### config.mk
export PLATFORM = sky130hd
export DESIGN_NAME = adc_cic_decim
export DESIGN_NICKNAME = d
export VERILOG_FILES = /design/src/rtl/adc_cic_pkg.sv /design/src/rtl/adc_cic_decim_comb.sv /design/src/rtl/adc_cic_decim.sv
export SDC_FILE = /design/constraint.sdc
export NUM_CORES = 1
export LEC_CHECK = 0
export BUFFER_PORTS_ARGS = -buffer_cell sky130_fd_sc_hd__buf_2
export CAP_MARGIN = 0
export CORE_UTILIZATION = 58
export CTS_CLUSTER_DIAMETER = 100
export DETAILED_ROUTE_END_ITERATION = 10
export PLACE_DENSITY = 0.75
export RECOVER_POWER = 100
export SLEW_MARGIN = 20
export SYNTH_ARGS = -nofsm -noshare
export SYNTH_HDL_FRONTEND = slang
export SYNTH_SLANG_ARGS = --single-unit
### constraint.sdc
create_clock -name clk -period 3 [get_ports clk]
set_clock_uncertainty 0.15 [all_clocks]
set_input_delay 0.3 -clock clk [delete_from_list [all_inputs] [get_ports clk]]
set_output_delay 0.3 -clock clk [all_outputs]
set_load 0.02 [all_outputs]
### src/rtl/adc_cic_pkg.sv
// ---------------------------------------------------------------------------
// adc_cic_pkg
// Shared defaults and width helpers for the adc_cic_decim CIC decimator.
//   IW_DEF / OW_DEF       : default input / output sample widths
//   N_DEF / LOG2R_DEF     : default stage count and log2 decimation ratio
//   cic_aw()              : accumulator width, IW + N*LOG2R (covers R^N gain)
//   cic_sh()              : LSBs dropped by the scaler, AW - OW
//   acc_t                 : accumulator type for the default configuration
// ---------------------------------------------------------------------------
package adc_cic_pkg;

  localparam int IW_DEF    = 16;
  localparam int OW_DEF    = 16;
  localparam int N_DEF     = 3;
  localparam int LOG2R_DEF = 4;

  function automatic int cic_aw(input int iw, input int n, input int log2r);
    return iw + n * log2r;
  endfunction

  function automatic int cic_sh(input int aw, input int ow);
    return aw - ow;
  endfunction

  localparam int AW_DEF = cic_aw(IW_DEF, N_DEF, LOG2R_DEF);

  typedef logic signed [AW_DEF-1:0] acc_t;

endpackage

### src/rtl/adc_cic_decim_comb.sv
// ---------------------------------------------------------------------------
// cic_comb_stage
// One registered differentiator of the CIC comb section: y = x - x_prev,
// where x_prev is the input captured at the previous enable. The delay and
// output only move on en_i, so the delay is one decimated sample deep.
//   clk, rst : clock, synchronous active-high reset
//   en_i     : decimated-sample strobe (also the incoming valid)
//   x_i      : AW-bit modular input
//   vld_o    : en_i delayed by one cycle (valid for y_o)
//   y_o      : AW-bit modular difference
// ---------------------------------------------------------------------------
module cic_comb_stage #(
  parameter int AW = 28
) (
  input  logic          clk,
  input  logic          rst,
  input  logic          en_i,
  input  logic [AW-1:0] x_i,
  output logic          vld_o,
  output logic [AW-1:0] y_o
);

  logic [AW-1:0] dly_q;
  logic [AW-1:0] y_q;
  logic          vld_q;

  always_ff @(posedge clk) begin
    if (rst) begin
      dly_q <= '0;
      y_q   <= '0;
      vld_q <= 1'b0;
    end else begin
      vld_q <= en_i;
      if (en_i) begin
        y_q   <= x_i - dly_q;
        dly_q <= x_i;
      end
    end
  end

  assign vld_o = vld_q;
  assign y_o   = y_q;

endmodule

### src/rtl/adc_cic_decim.sv
// ---------------------------------------------------------------------------
// adc_cic_decim
// N-stage CIC decimator, ratio R = 2^LOG2R, with a valid/ready output
// register and a sticky overrun flag.
//   clk, rst   : clock, synchronous active-high reset
//   in_valid   : one-cycle strobe qualifying in_data (may be held high)
//   in_data    : signed IW-bit ADC sample
//   out_valid  : output register holds an unconsumed result
//   out_ready  : consumer accepts out_data when out_valid && out_ready
//   out_data   : signed OW-bit decimated sample
//   overrun    : sticky, set when an unconsumed result was overwritten
// Build option CIC_ROUND_EN: round half up before dropping LSBs and saturate
// at the positive full scale. Without it the scaler is a plain floor shift.
// Latency: out_valid rises N+2 edges after the edge that takes the
// decimating sample (handoff + N-1 further combs, scaler, output register).
// ---------------------------------------------------------------------------
module adc_cic_decim
  import adc_cic_pkg::*;
#(
  parameter int IW    = IW_DEF,
  parameter int OW    = OW_DEF,
  parameter int N     = N_DEF,
  parameter int LOG2R = LOG2R_DEF
) (
  input  logic          clk,
  input  logic          rst,
  input  logic          in_valid,
  input  logic [IW-1:0] in_data,
  output logic          out_valid,
  input  logic          out_ready,
  output logic [OW-1:0] out_data,
  output logic          overrun
);

  localparam int AW = cic_aw(IW, N, LOG2R);
  localparam int SH = cic_sh(AW, OW);

  // Integrators: stage k adds the pre-update value of stage k-1.
  logic [AW-1:0] integ_q [N];
  logic [AW-1:0] integ_d [N];

  always_comb begin
    for (int k = 0; k < N; k++) begin
      integ_d[k] = integ_q[k];
    end
    if (in_valid) begin
      integ_d[0] = integ_q[0] + {{(AW-IW){in_data[IW-1]}}, in_data};
      for (int k = 1; k < N; k++) begin
        integ_d[k] = integ_q[k] + integ_q[k-1];
      end
    end
  end

  logic [LOG2R-1:0] phase_q;
  logic [LOG2R-1:0] phase_d;
  logic             strobe;
  logic             strobe_q;

  assign strobe  = in_valid && (phase_q == '1);
  assign phase_d = in_valid ? phase_q + LOG2R'(1) : phase_q;

  always_ff @(posedge clk) begin
    if (rst) begin
      for (int k = 0; k < N; k++) begin
        integ_q[k] <= '0;
      end
      phase_q  <= '0;
      strobe_q <= 1'b0;
    end else begin
      for (int k = 0; k < N; k++) begin
        integ_q[k] <= integ_d[k];
      end
      phase_q  <= phase_d;
      strobe_q <= strobe;
    end
  end

  // The registered last integrator already holds the post-update value when
  // strobe_q is high, so it feeds the first comb directly.
  logic [AW-1:0] comb_x [N+1];
  logic          comb_v [N+1];

  assign comb_x[0] = integ_q[N-1];
  assign comb_v[0] = strobe_q;

  for (genvar g = 0; g < N; g++) begin : g_comb
    cic_comb_stage #(
      .AW (AW)
    ) u_comb (
      .clk   (clk),
      .rst   (rst),
      .en_i  (comb_v[g]),
      .x_i   (comb_x[g]),
      .vld_o (comb_v[g+1]),
      .y_o   (comb_x[g+1])
    );
  end

  logic [AW-1:0] comb_y;
  logic [OW-1:0] scale_d;

  assign comb_y = comb_x[N];

`ifdef CIC_ROUND_EN
  localparam logic [AW:0] HALF = {{AW{1'b0}}, 1'b1} << (SH - 1);
  localparam logic [OW:0] OMAX = {2'b00, {(OW-1){1'b1}}};

  logic [AW:0] rnd_sum;
  logic [OW:0] rnd_sh;

  // One guard bit keeps the rounding add from wrapping at positive full scale.
  always_comb begin
    rnd_sum = {comb_y[AW-1], comb_y} + HALF;
    rnd_sh  = rnd_sum[AW:SH];
    scale_d = ($signed(rnd_sh) > $signed(OMAX)) ? OMAX[OW-1:0] : rnd_sh[OW-1:0];
  end
`else
  assign scale_d = comb_y[AW-1:SH];
`endif

  logic [OW-1:0] scale_q;
  logic          scale_vld_q;
  logic [OW-1:0] out_data_q;
  logic          out_valid_q;
  logic          overrun_q;

  always_ff @(posedge clk) begin
    if (rst) begin
      scale_q     <= '0;
      scale_vld_q <= 1'b0;
      out_data_q  <= '0;
      out_valid_q <= 1'b0;
      overrun_q   <= 1'b0;
    end else begin
      scale_vld_q <= comb_v[N];
      if (comb_v[N]) begin
        scale_q <= scale_d;
      end
      if (scale_vld_q) begin
        out_data_q  <= scale_q;
        out_valid_q <= 1'b1;
        if (out_valid_q && !out_ready) begin
          overrun_q <= 1'b1;
        end
      end else if (out_valid_q && out_ready) begin
        out_valid_q <= 1'b0;
      end
    end
  end

  assign out_valid = out_valid_q;
  assign out_data  = out_data_q;
  assign overrun   = overrun_q;

endmodule
==> results.md, run 1 <==
* Core region area at 0.0296 mm^2
* Synthesized instance count at between 2000 and 2500
* Synth warn at 0
* CTS sink count at between 200 and 300
* Die ar. at 0.0308 mm^2
* H-tree level count at 1
* Clk root buf: clkbuf_16
* Share of layout cells above drive strength 1 at 0.103
* Area grow syn2layout at 13.2%
* Synth Cell Area at 0.0175 mm^2
* Top cell family by delay on the critical path: compound AO/OA/AOI/OAI gates
* Setup violators final at 0
* DR WL/cell at 14.4 um
* Final Critical Period at 2.98 ns
* Routability cong. at 0.923
* Req. time, crit path at about 3.3 ns
* Area of the multi-input gates at between 0.01 and 0.015 mm^2
* CP Capture Type: flip-flop
* WS Path Type: reg2reg
* Fillers at about 2400
* Top cells by area, synth: dfxtp_1 (32%), ha_1 (12%), mux2i_1 (11%)
* Final Max Slew Viols at 84
* Rel. slew slack at -0.156
* Sequential share of the synthesized area at 0.324
* Synth Area per Inst at between 8 and 9 um^2
* Register bit total from synthesis at 283
* Maximum vdd drop at 405 uV
* CP Buf/Inv Count at 0
* Leak at 0.00814 uW
* First-pass GRT wire length at 61.3 mm
* Final Routed Wirelength at approximately 36 mm
* 1st-iter DRT viols at 552
* IO Count at 38
* Starting density of the core at 0.589
* Top cell type's share of synthesized area at 0.324
* Max Fanout on Critical Path at 4
* Vias per cell at 5.69
* Setup repair after global routing missed its margin: yes
* Max-cap violations at 2
* Post-route DRC at 0
* Net Count, Synth at around 2200
* Total Power at between 10000 and 15000 uW
* Max Fclk at 0.336 GHz
* Fin crit share at 0.992
* Antenna violations before repair at 0
* DRT Pass-1 Iters at 7
* Die H at around 180 um
* Vias in the first global route at 13698
* Final Hold Viols at 0
* Post-route ant nets at 0
* Total global-route track usage at 0.231
* Status: finished, violations left
* CP Launch Type: flip-flop
* Clock slew at reported path FFs at 0.06 ns
* TNS Setup at 0 ns
* Num CTS Buffers at 30
* # rows at 63
* Clock tree buffer depth at 3
* CP max stage delay at ~0.46 ns
* Reg area at 0.00569 mm^2
* Nets@finish at 2297
* Synth Flop Type: dfxtp_1
* FFs w/ async S/R, synth at 0
* Slew @ Worst Pin at 1.73 ns
* CTS tree: done
* Cell taking the most area after synthesis: dfxtp_1
* Final instance area at between 0.015 and 0.02 mm^2
* Clk_lat worst skew at between 0.5 and 0.6 ns
* Hold_ws at between 0.09 and 0.1 ns
* Placed inst area at 0.0184 mm^2
* Power per cell area at roughly 520 mW/mm^2
* Via count at 14348
* Count of cell types in the netlist at 81
* Crit path DAT at 3.27 ns
* Critical path's slowest cell: a311oi_4
* Crit path cell chain: ha_1 -> or2_1 -> o211ai_1 -> a31oi_1 -> a211o_2 -> a311oi_4 -> o21bai_2 -> a311oi_2 -> xor2_1 -> o21ai_1
* Port bufs at 37
* Failing checks: capacitance limit, slew limit
* Number of synthesized flops with an enable pin at 0
* Total grt overflow at 0
* Die X at 176 um
* Core Util, Final at 0.667
* Post-DP HPWL at 26.0 mm
* Type of the worst min-delay path: in2reg
* Largest net degree at the start of global routing at approximately 120
* Ant. Diodes at 0
## sequential cells by signal, summed over array words and instances (netlist names)
name and count:
out_data 16, g_comb.u_comb.y_o 72, integ_q 84, phase_q 4, overrun 1, out_valid 1
g_comb.u_comb.dly_q 84, strobe_q 1, scale_q 16, g_comb.u_comb.vld_o 3, scale_vld_q 1
## layout by cell type (no fill, tap or decap), types with 44 or more instances in the layout
cell type	instances
dfxtp_1	273
nand2_1	82
buf_4	67
a21oi_1	125
nor2_1	313
ha_1	156
inv_1	125
xor2_1	44
mux2i_1	186
o21ai_0	62
a21o_1	57
xnor2_1	77
## stage by stage
step | worst slack [ns] | cells
floorplan | 0.00541 | 2037
global placement | -0.121 | 2454
CTS | 0.00149 | 2516
detailed placement | -0.231 | 2454
finish | 0.0229 | 2523
global route | -0.0802 | 2523
## path summary, 6_finish.rpt
check	slack (ns)	end	from	cells after the start
worst max-delay path	0.02	integ_q[0][81]	integ_q[0][58]	10
worst min register to register	0.31	strobe_q	phase_q[3]	2
worst min-delay path	0.1	integ_q[0][1]	in_data[1]	4
worst max register to register	0.02	integ_q[0][81]	integ_q[0][58]	10
## synthesized netlist by cell type (28+ instances only)
cell type and number:
nand2_1 82, nor3_1 30, xnor2_1 77, inv_1 125, clkbuf_1 55, ha_1 162
nand3_1 28, a211oi_1 33, nor2_1 313, nor2b_1 29, a21o_1 57, dfxtp_1 283
mux2i_1 186, xor2_1 44, o21ai_0 67, a21oi_1 128
## worst register-to-register path: cells and delay by family (launching register included)
| family | cells | cell delay (ns) |
|---|---|---|
| xor gates and xnor gates | 1 | 0.21 |
| DFF | 1 | 0.34 |
| and+or+nand+nor | 1 | 0.22 |
| AOI/OAI and AO/OA | 7 | 1.64 |
| adders and majority gates | 1 | 0.31 |
## power breakdown
part           internal [uW]  leakage [uW]  switching (uW)  total, uW
combinational           1100       0.00532            1260       2360
clock                   2450      0.000517            1480       3930
sequential              3900       0.00230             159       4060
total                   7460       0.00814            2900      10400
## repair_timing
action                                  4_1_cts  5_1_grt
endpoints found under the setup margin       10       40
endpoints found under the hold margin        13        0
gates resized for setup                      18       54
cloned                                        0        0
setup buffers                                 3        7
pin swaps                                    14       36
hold buffers                                  4        0
## logic make-up (layout without fill, tap and decap cells)
family / count (synthesis) / count (layout) / share of synthesized area
XOR/XNOR: 121 / 121 / 0.0607
AND/OR/NAND/NOR: 592 / 592 / 0.154
multiplexers: 188 / 188 / 0.108
adder cells (fa/ha/maj): 167 / 167 / 0.122
flip-flops: 283 / 283 / 0.324
AO/OA/AOI/OAI: 483 / 483 / 0.188
buffers and inverters: 203 / 299 / 0.0436
## final cells by class
class | count | area share
clock buffer | 40 | 0.0419
sequential | 283 | 0.288
inverter | 126 | 0.0239
clock inverter | 15 | 0.0123
timing repair buffer | 118 | 0.0396
multi-input combinational | 1551 | 0.570
tap | 390 | 0.0247
## routing by layer
layer | vias up | GRT usage | part of all wire
li1 | 7431 | - | -
met1 | 6645 | 0.279 | 0.46
met2 | 203 | 0.429 | 0.49
met3 | 69 | 0.0236 | 0.026
met4 | 0 | 0.0707 | 0.029
met5 | - | 0 | 0
No activity file was read; power rests on OpenSTA's default activity.
==> run 2: changes to the inputs <==
--- a/config.mk
+++ b/config.mk
@@ -12,6 +12,7 @@
 export DETAILED_ROUTE_END_ITERATION = 10
 export PLACE_DENSITY = 0.75
 export RECOVER_POWER = 100
+export REMOVE_ABC_BUFFERS = 1
 export SLEW_MARGIN = 20
 export SYNTH_ARGS = -nofsm -noshare
 export SYNTH_HDL_FRONTEND = slang
==> results.md, run 2 (synthesis results as in run 1) <==
* Status: finished, violations left
* Failing checks: setup timing
* Slew @ Worst Pin at 1.46 ns
* CP max stage delay at roughly 0.40 ns
* Leak at 0.00822 uW
* Place WS at -0.204 ns
* Critical path's slowest cell: a2111o_1
* GR Util met3 at 0.0234
* Core Util, Final at 0.672
* Num CTS Buffers at 30
* Area grow syn2layout at 13.9%
* Core region area at about 0.030 mm^2
* Share of layout cells above drive strength 1 at 0.114
* Max-cap violations at 0
* Comb power frac at 0.239
* Final instance area at 0.0199 mm^2
* Fillers at 2404
* Clock slew at reported path FFs at 0.06 ns
* Crit path DAT at between 3 and 4 ns
* Clock power share at 0.369
* H-tree level count at 1
* # rows at 63
* GR peak layer: met2
* Total grt overflow at 0
* P_int at ~7400 uW
* Final Max Slew Viols at 0
* Vias in the first global route at ~14000
* Routability cong. at 0.909
* Placed inst area at roughly 0.018 mm^2
* Clock tree buffer depth at 3
* Most frequent cells in the layout: nor2_1 (313), dfxtp_1 (275), mux2i_1 (186)
* DR WL/cell at 14.4 um
* Vias per cell at 5.68
* Power per cell area at 519 mW/mm^2
* Net Sw Power at 2960 uW
* Starting density of the core at 0.589
* First-pass GRT wire length at 62.9 mm
* CP Buf/Inv Count at 0
* Final Critical Period at 3.02 ns
* Ant. Diodes at 0
* Post-route DRC at 0
* Crit path cell chain: ha_4 -> fa_2 -> a211oi_2 -> o21bai_1 -> a21oi_2 -> o31ai_4 -> a221o_1 -> a2111o_1 -> a21oi_2 -> nor2b_1 -> o32ai_2
* Final WS setup at -0.0205 ns
* Hold_ws at around 0.036 ns
* Final Routed Wirelength at between 30 and 40 mm
* Clk root buf: clkbuf_16
* Die H at 176 um
* Rel. slew slack at 0.0280
* Clk_lat worst skew at ~0.55 ns
* CP most frequent cell: a21oi_2
* Post-DP HPWL at between 20 and 30 mm
* Met1 global-route usage at 0.281
* Setup violators final at 2
* Die X at 176 um
* Met2 Use GR at 0.447
* Top cell family by delay on the critical path: compound AO/OA/AOI/OAI gates
* Most common cell after layout, fill and taps aside: nor2_1
* Post-route ant nets at 0
* WS Path Type: reg2reg
* CP Launch Type: flip-flop
* Type of the worst min-delay path: in2reg
* CP Capture Type: flip-flop
* Via count at about 14000
* Max Fanout on Critical Path at 3
* DRT Pass-1 Iters at 5
* Max Fclk at 0.331 GHz
* Reg power frac at 0.393
* Die ar. at 0.0308 mm^2
* Req. time, crit path at 3.32 ns
* 1st-iter DRT viols at 549
* Final Hold Viols at 0
* Total global-route track usage at 0.237
* CTS tree: done
* Sw frac at 0.286
* IO Count at 38
* Largest net degree at the start of global routing at 74
* Nets@finish at around 2300
* Port bufs at 37
* Total Power at 10300 uW
* Setup repair after global routing missed its margin: yes
* CTS sink count at 283
* Antenna violations before repair at 0
* Fin crit share at 1.01
* Maximum vdd drop at 442 uV
run 2: cell count changes in the layout (fill, tap and decap cells not counted), sizes merged:
| cell | delta |
|---|---|
| buf | +18 |
| bufinv | -2 |
| clkbuf | -2 |
| clkinv | +2 |
| clkinvlp | -1 |
| dlygate4sd3 | -2 |
run 2: path summary, 6_finish.rpt:
kind,from,end,slack [ns],cells after the start
worst max register to register,integ_q[0][0],integ_q[0][26],-0.02,11
worst min-delay path,rst,g_comb[2].u_comb.y_o[12],0.04,2
worst min register to register,phase_q[3],strobe_q,0.32,2
worst max-delay path,integ_q[0][0],integ_q[0][26],-0.02,11
run 2: worst reg2reg max path: stages, from the launching register on:
cell	delay [ns]
dfxtp_4	0.36
ha_4	0.16
fa_2	0.35
a211oi_2	0.23
o21bai_1	0.13
a21oi_2	0.26
o31ai_4	0.10
a221o_1	0.35
a2111o_1	0.40
a21oi_2	0.16
nor2b_1	0.07
o32ai_2	0.23
run 2: final cells by class:
| type | count | area (um^2) | share of cell area |
|---|---|---|---|
| Sequential cell | 283 | 5680 | 0.286 |
| Tap cell | 390 | 488 | 0.0245 |
| Timing Repair Buffer | 133 | 881 | 0.0443 |
| Multi-Input combinational cell | 1551 | 11400 | 0.570 |
| Inverter | 126 | 473 | 0.0238 |
| Clock inverter | 14 | 183 | 0.00918 |
| Clock buffer | 39 | 846 | 0.0425 |
run 2: power groups by stage:
stage	Sequential [uW]	Combinational (uW)	Clock, uW
after floorplan	4080	1700	0
after global placement	4130	2190	0
after detailed placement	4140	2260	0
after CTS	4060	2330	3890
after global routing	4080	2730	4060
final	4060	2470	3810
run 2: what timing repair did:
item,4_1_cts,5_1_grt
setup buffers,9,8
hold endpoints to repair,3,0
setup endpoints to repair,9,38
gates resized for setup,21,61
pin swaps,17,51
hold buffers,2,0
run 2: through the flow:
step           setup TNS, ns  instances
2_1_floorplan          -2.19       1960
5_1_grt               -0.599       2536
3_3_place_gp          -0.854       2467
6_report             -0.0322       2536
3_5_place_dp           -1.43       2467
4_1_cts              -0.0662       2531
run 2: metal layers:
metal | part of all wire | vias to the layer above
met5 | 0 | -
met4 | 0.022 | 0
met3 | 0.030 | 73
met2 | 0.51 | 230
met1 | 0.44 | 6640
li1 | - | 7460
